$ cat config.mk
export PLATFORM = sky130hd
export DESIGN_NAME = serial_frame_tx
export DESIGN_NICKNAME = d
export VERILOG_FILES = /design/src/rtl/serial_frame_tx_pkg.sv /design/src/rtl/serial_frame_tx.sv
export SDC_FILE = /design/constraint.sdc
export NUM_CORES = 1
export LEC_CHECK = 0
export CORE_MARGIN = 1
export CORE_UTILIZATION = 51
export DETAILED_ROUTE_END_ITERATION = 6
export PLACE_DENSITY = 0.85
export RECOVER_POWER = 100
export SLEW_MARGIN = 20
export SYNTH_ARGS = -nofsm -noshare
export SYNTH_HDL_FRONTEND = slang
export SYNTH_SLANG_ARGS = --single-unit
$ cat constraint.sdc
create_clock -name CLK -period 2.1 [get_ports CLK]
set_clock_uncertainty 0.2 [all_clocks]
set_input_delay 0.21 -clock CLK [delete_from_list [all_inputs] [get_ports CLK]]
set_output_delay 0.21 -clock CLK [all_outputs]
set_load 0.01 [all_outputs]
$ cat src/rtl/serial_frame_tx_pkg.sv
// Shared definitions for the serial frame link: state encoding and the default
// frame geometry. The receive-side run-of-ones detector imports the same
// defaults, so both ends agree on the preamble length.
package serial_frame_tx_pkg;

  // Default payload width in bits.
  localparam int DEF_DATA_W  = 8;
  // Default preamble length in ones. A payload run of DEF_PRE_LEN-1 ones is
  // followed by a stuffed zero.
  localparam int DEF_PRE_LEN = 3;

  // Transmit FSM states. Encodings 5..7 are unused and recover to ST_IDLE.
  typedef enum logic [2:0] {
    ST_IDLE  = 3'd0,
    ST_PRE   = 3'd1,
    ST_DATA  = 3'd2,
    ST_STUFF = 3'd3,
    ST_GUARD = 3'd4
  } state_t;

endpackage

$ cat src/rtl/serial_frame_tx.sv
// Serial frame transmitter. It takes one parallel word and sends one frame on a
// 1-bit line:
//   PRE_LEN ones | DATA_W payload bits, MSB first, zero-stuffed | one guard zero
// A zero is stuffed after every PRE_LEN-1 consecutive payload ones, except after
// the last payload bit, where the guard zero does the same job. Payload runs of
// ones therefore stay shorter than PRE_LEN, and only a preamble can produce a
// run of PRE_LEN ones on the line.
//
// Handshake: ready is high only in IDLE. A word is accepted on a rising CLK
// edge where load && ready, and data_in is captured on that edge. If load is
// asserted while ready is low, it is ignored and nothing is queued. data_in has
// no effect after capture. If load is held high, the next word is accepted on
// the edge after GUARD, which leaves exactly one idle zero cycle between frames.
//
// out, done and ready are flops loaded from the next-state decode. The line is
// therefore glitch-free and follows the state one-for-one: the first preamble
// one appears in the cycle after the accepting edge. fsm_state exposes the
// current state for observation.
module serial_frame_tx
  import serial_frame_tx_pkg::*;
#(
  parameter int DATA_W  = DEF_DATA_W,
  parameter int PRE_LEN = DEF_PRE_LEN
) (
  input  logic              CLK,
  input  logic              reset_n,
  input  logic [DATA_W-1:0] data_in,
  input  logic              load,
  output logic              ready,
  output logic              busy,
  output logic              out,
  output logic              done,
  output logic [2:0]        fsm_state
);

  localparam int CW = $clog2(DATA_W + 1);
  localparam int RW = $clog2(PRE_LEN + 1);

  // Value of bit_cnt while the last payload bit is on the line.
  localparam logic [CW-1:0] LAST_BIT = CW'(DATA_W - 1);
  // Value of pre_cnt during the final preamble cycle.
  localparam logic [RW-1:0] PRE_LAST = RW'(PRE_LEN - 1);
  // Run length of payload ones that forces a stuffed zero.
  localparam logic [RW-1:0] STUFF_AT = RW'(PRE_LEN - 1);

  state_t            state, state_n;
  logic [DATA_W-1:0] shift_reg, shift_n;
  logic [CW-1:0]     bit_cnt, bit_cnt_n;
  logic [RW-1:0]     pre_cnt, pre_cnt_n;
  logic [RW-1:0]     run, run_n;
  logic              out_n, done_n, ready_n;
  logic              cur_bit;
  logic [RW-1:0]     run_inc;

  // State, counters, shift register and registered outputs.
  // The asynchronous reset aborts any frame in progress.
  always_ff @(posedge CLK or negedge reset_n) begin
    if (!reset_n) begin
      state     <= ST_IDLE;
      shift_reg <= '0;
      bit_cnt   <= '0;
      pre_cnt   <= '0;
      run       <= '0;
      out       <= 1'b0;
      done      <= 1'b0;
      ready     <= 1'b1;
    end else begin
      state     <= state_n;
      shift_reg <= shift_n;
      bit_cnt   <= bit_cnt_n;
      pre_cnt   <= pre_cnt_n;
      run       <= run_n;
      out       <= out_n;
      done      <= done_n;
      ready     <= ready_n;
    end
  end

  // Next-state logic and counter updates. The outputs are then decoded from
  // the next state, so each flop holds the value for the cycle it starts.
  always_comb begin
    state_n   = state;
    shift_n   = shift_reg;
    bit_cnt_n = bit_cnt;
    pre_cnt_n = pre_cnt;
    run_n     = run;
    cur_bit   = shift_reg[DATA_W-1];
    run_inc   = run + RW'(1);

    case (state)
      ST_IDLE: begin
        if (load && ready) begin
          shift_n   = data_in;
          bit_cnt_n = '0;
          pre_cnt_n = '0;
          run_n     = '0;
          state_n   = ST_PRE;
        end
      end
      ST_PRE: begin
        // Preamble ones are kept out of the run counter.
        if (pre_cnt == PRE_LAST) begin
          pre_cnt_n = '0;
          state_n   = ST_DATA;
        end else begin
          pre_cnt_n = pre_cnt + RW'(1);
        end
      end
      ST_DATA: begin
        shift_n   = shift_reg << 1;
        bit_cnt_n = bit_cnt + CW'(1);
        run_n     = cur_bit ? run_inc : '0;
        if (bit_cnt == LAST_BIT) begin
          state_n = ST_GUARD;
        end else if (cur_bit && (run_inc == STUFF_AT)) begin
          state_n = ST_STUFF;
        end
      end
      ST_STUFF: begin
        run_n   = '0;
        state_n = ST_DATA;
      end
      ST_GUARD: begin
        state_n = ST_IDLE;
      end
      default: begin
        state_n = ST_IDLE;
      end
    endcase

    out_n   = (state_n == ST_PRE) || ((state_n == ST_DATA) && shift_n[DATA_W-1]);
    done_n  = (state_n == ST_GUARD);
    ready_n = (state_n == ST_IDLE);
  end

  assign busy      = ~ready;
  assign fsm_state = state;

endmodule

==> results.sh <==
export IMPL_outcome="finished, final reports clean"
export IMPL_std_cell_rows=16
export IMPL_pwr_share_comb_pct=42.6
export IMPL_crit_required_ns=1.69
export IMPL_setup_viol=0
export IMPL_ant_nets=0
export IMPL_track_usage_pct=20.6
export IMPL_fmax_ghz=0.503
export IMPL_ir_worst_vdd_mv=0.818
export IMPL_overflow=0
export IMPL_synth_main_ff_cell="dfrtp_1"
export IMPL_htreeDepth=1
export IMPL_timing_final_ws_setup_ns=0.112
export IMPL_synth_commonest_cells="dfrtp_1, o21ai_0, a22oi_1"
export IMPL_setup_worst_path_end_class="output pin"
export IMPL_async_flop_share_pct=100
export IMPL_finish_utilization_pct=64.9
export IMPL_place_congestion=0.757
export IMPL_die_w_microns=48.9
export IMPL_antenna_found_initial=0
export IMPL_reg2reg_setup_slack_ns=0.20
export IMPL_critPathTopFamily="flip-flops"
export IMPL_dp_slack_ns=0.194
export IMPL_dieHeight_microns=48.9
export IMPL_hp_class="flop to flop"
export IMPL_worstMarginPinSlew_ns=0.463
export IMPL_synth_top_area_share_pct=46.9
export IMPL_finalCritPeriodShare_pct=94.7
export IMPL_seqPwrFrac_pct=44.1
export IMPL_coreArea_sq_um=2020
export IMPL_root_buffer="clkbuf_4"
export IMPL_synth_edf_count=0
export IMPL_cts_tree="yes"
export IMPL_synth_top_area_cell="dfrtp_1"
export IMPL_clkSinkCount=22
export IMPL_syn_to_final_growth_pct=17.0
export IMPL_maxSlewViolCount=0
export IMPL_postSynthCellCount=103
export IMPL_p_sw_share_pct=37.9
export IMPL_port_buffers=17
export IMPL_synthDistinctLibCells=32
export IMPL_path_cells="clkdlybuf4s50_1"
export IMPL_drt_iter0_drc=15
export IMPL_drive_above_1_share_pct=9.76
export IMPL_routed_wl_mm=2.07
export IMPL_seq_area_frac_synth_pct=49.2
export IMPL_grt_pass1_wl_mm=3.73
export IMPL_drt_pass1_iterations=4
export IMPL_tns_ns=0
export IMPL_finalHoldViolations=0
export IMPL_syn_area_sq_um=1120
export IMPL_slew_headroom_pct=69.1
export IMPL_startpoint_type="flop"
export IMPL_postSynthAreaPerCell_sq_um=10.9
export IMPL_cts_setup_buffers=0
export IMPL_grt_max_degree=16
export IMPL_vias=872
export IMPL_numCtsBuffers=3
export IMPL_grt_pass1_vias=819
export IMPL_cp_data_arrival_time_ns=1.58
export IMPL_switching_power_uw=662
export IMPL_fin_nets=137
export IMPL_wl_per_cell_microns=13.8
export IMPL_synth_most_common_cell="dfrtp_1"
export IMPL_rsz0062_at_grt="false"
export IMPL_period_minus_slack_ns=1.99
export IMPL_max_stage_delay_ns=0.65
export IMPL_clockPowerShare_pct=13.3
export IMPL_power_density_nw_per_um2=1330
export IMPL_avgViaCountPerCell=5.81
export IMPL_power_internal_mw=1.08
export IMPL_io_pins=18
export IMPL_crit_slowest_cell="dfrtp_1"
export IMPL_ys_ff_latch=22
export IMPL_p_leak_nw=0.572
export IMPL_syn_nets=116
export IMPL_cp_max_fo=15
export IMPL_clk_pin_slew_ns=0.12
export IMPL_antennaDiodeCount=0
export IMPL_synth_warning_count=0
export IMPL_fin_hold_ws_ns=0.289
export IMPL_cap_violations=0
export IMPL_cts_buffer_depth=2
export IMPL_dp_hpwl_mm=1.52
export IMPL_worstSetupPathType="flop to output pin"
export IMPL_drc=0
export IMPL_dieArea_sq_um=2390
export IMPL_initial_core_util_pct=55.4
export IMPL_largest_reg_flops=8
export IMPL_yosys_top_cells_area="dfrtp_1, a22oi_1, o21ai_0"
export IMPL_crit_buf_inv=1
export IMPL_clock_latency_ns=0.30
## tightest hold or removal path, delay by kind of cell (launching register included)
family             cells  cell delay, ns
AOI/OAI and AO/OA      1            0.06
DFF                    1            0.36
and+or+nand+nor        1            0.04
## power groups by stage
stage | Sequential (mW) | Combinational (mW) | Clock (mW)
5_1_grt | 0.804 | 0.831 | 0.258
3_3_place_gp | 0.785 | 0.767 | 0
3_5_place_dp | 0.795 | 0.797 | 0
6_report | 0.770 | 0.743 | 0.232
2_1_floorplan | 0.731 | 0.620 | 0
4_1_cts | 0.787 | 0.799 | 0.237
## metal layers
metal,global-route usage [%],vias to the layer above,part of all wire [%]
li1,-,421,-
met1,27.2,430,45
met2,33.3,15,50
met3,3.74,6,2.9
met4,8.82,0,2.5
met5,0,-,0
## cell type report
type	count	area, sq um
Fill cell	167	711
Sequential cell	22	552
Multi-Input combinational cell	71	474
Timing Repair Buffer	22	200
Clock buffer	4	36.3
Tap cell	27	33.8
Inverter	4	15.0
## cell usage in the layout, fill, tap and decap left out, types with 2 or more instances in the layout
cell,synthesis,routed
ha_1,2,2
inv_1,4,4
nand2_1,11,11
o21ai_0,14,14
nor2_1,4,4
dfrtp_1,21,21
a22oi_1,13,13
clkbuf_1,2,2
dlygate4sd3_1,0,8
a22o_1,4,4
a21oi_1,3,3
clkdlybuf4s50_1,0,10
clkbuf_4,0,3
## per-stage QoR
stage / area (sq um) / instances / power [mW]
global route: 1310 / 150 / 1.89
detailed placement: 1300 / 145 / 1.59
global placement: 1300 / 145 / 1.55
floorplan: 1120 / 103 / 1.35
CTS: 1350 / 150 / 1.82
finish: 1310 / 150 / 1.74
## timing repair
| action | CTS | global route |
|---|---|---|
| gates resized for setup | 0 | 0 |
| hold endpoints to repair | 6 | 0 |
| hold buffers | 1 | 0 |
## worst paths after layout
path | startpoint | to | depth (start not counted)
min in group asynchronous | reset_n | run[1] | 2
min reg2reg | run[1] | run[1] | 2
max reg2reg | fsm_state[1] | run[0] | 4
max | fsm_state[1] | fsm_state[1] | 1
max in group asynchronous | reset_n | shift_reg[4] | 3
min | run[1] | run[1] | 2
## cells by family (layout without fill, tap and decap cells)
| logic type | count (synthesis) | in the layout | share of synthesized area, % |
|---|---|---|---|
| adder cells (fa/ha/maj) | 2 | 2 | 2.23 |
| AO/OA/AOI/OAI | 40 | 40 | 25.3 |
| AND/OR/NAND/NOR | 27 | 27 | 15.3 |
| multiplexers | 2 | 2 | 1.90 |
| flip-flops | 22 | 22 | 49.2 |
| buffers and inverters | 10 | 30 | 6.03 |
(Power assumes the default switching activity.)
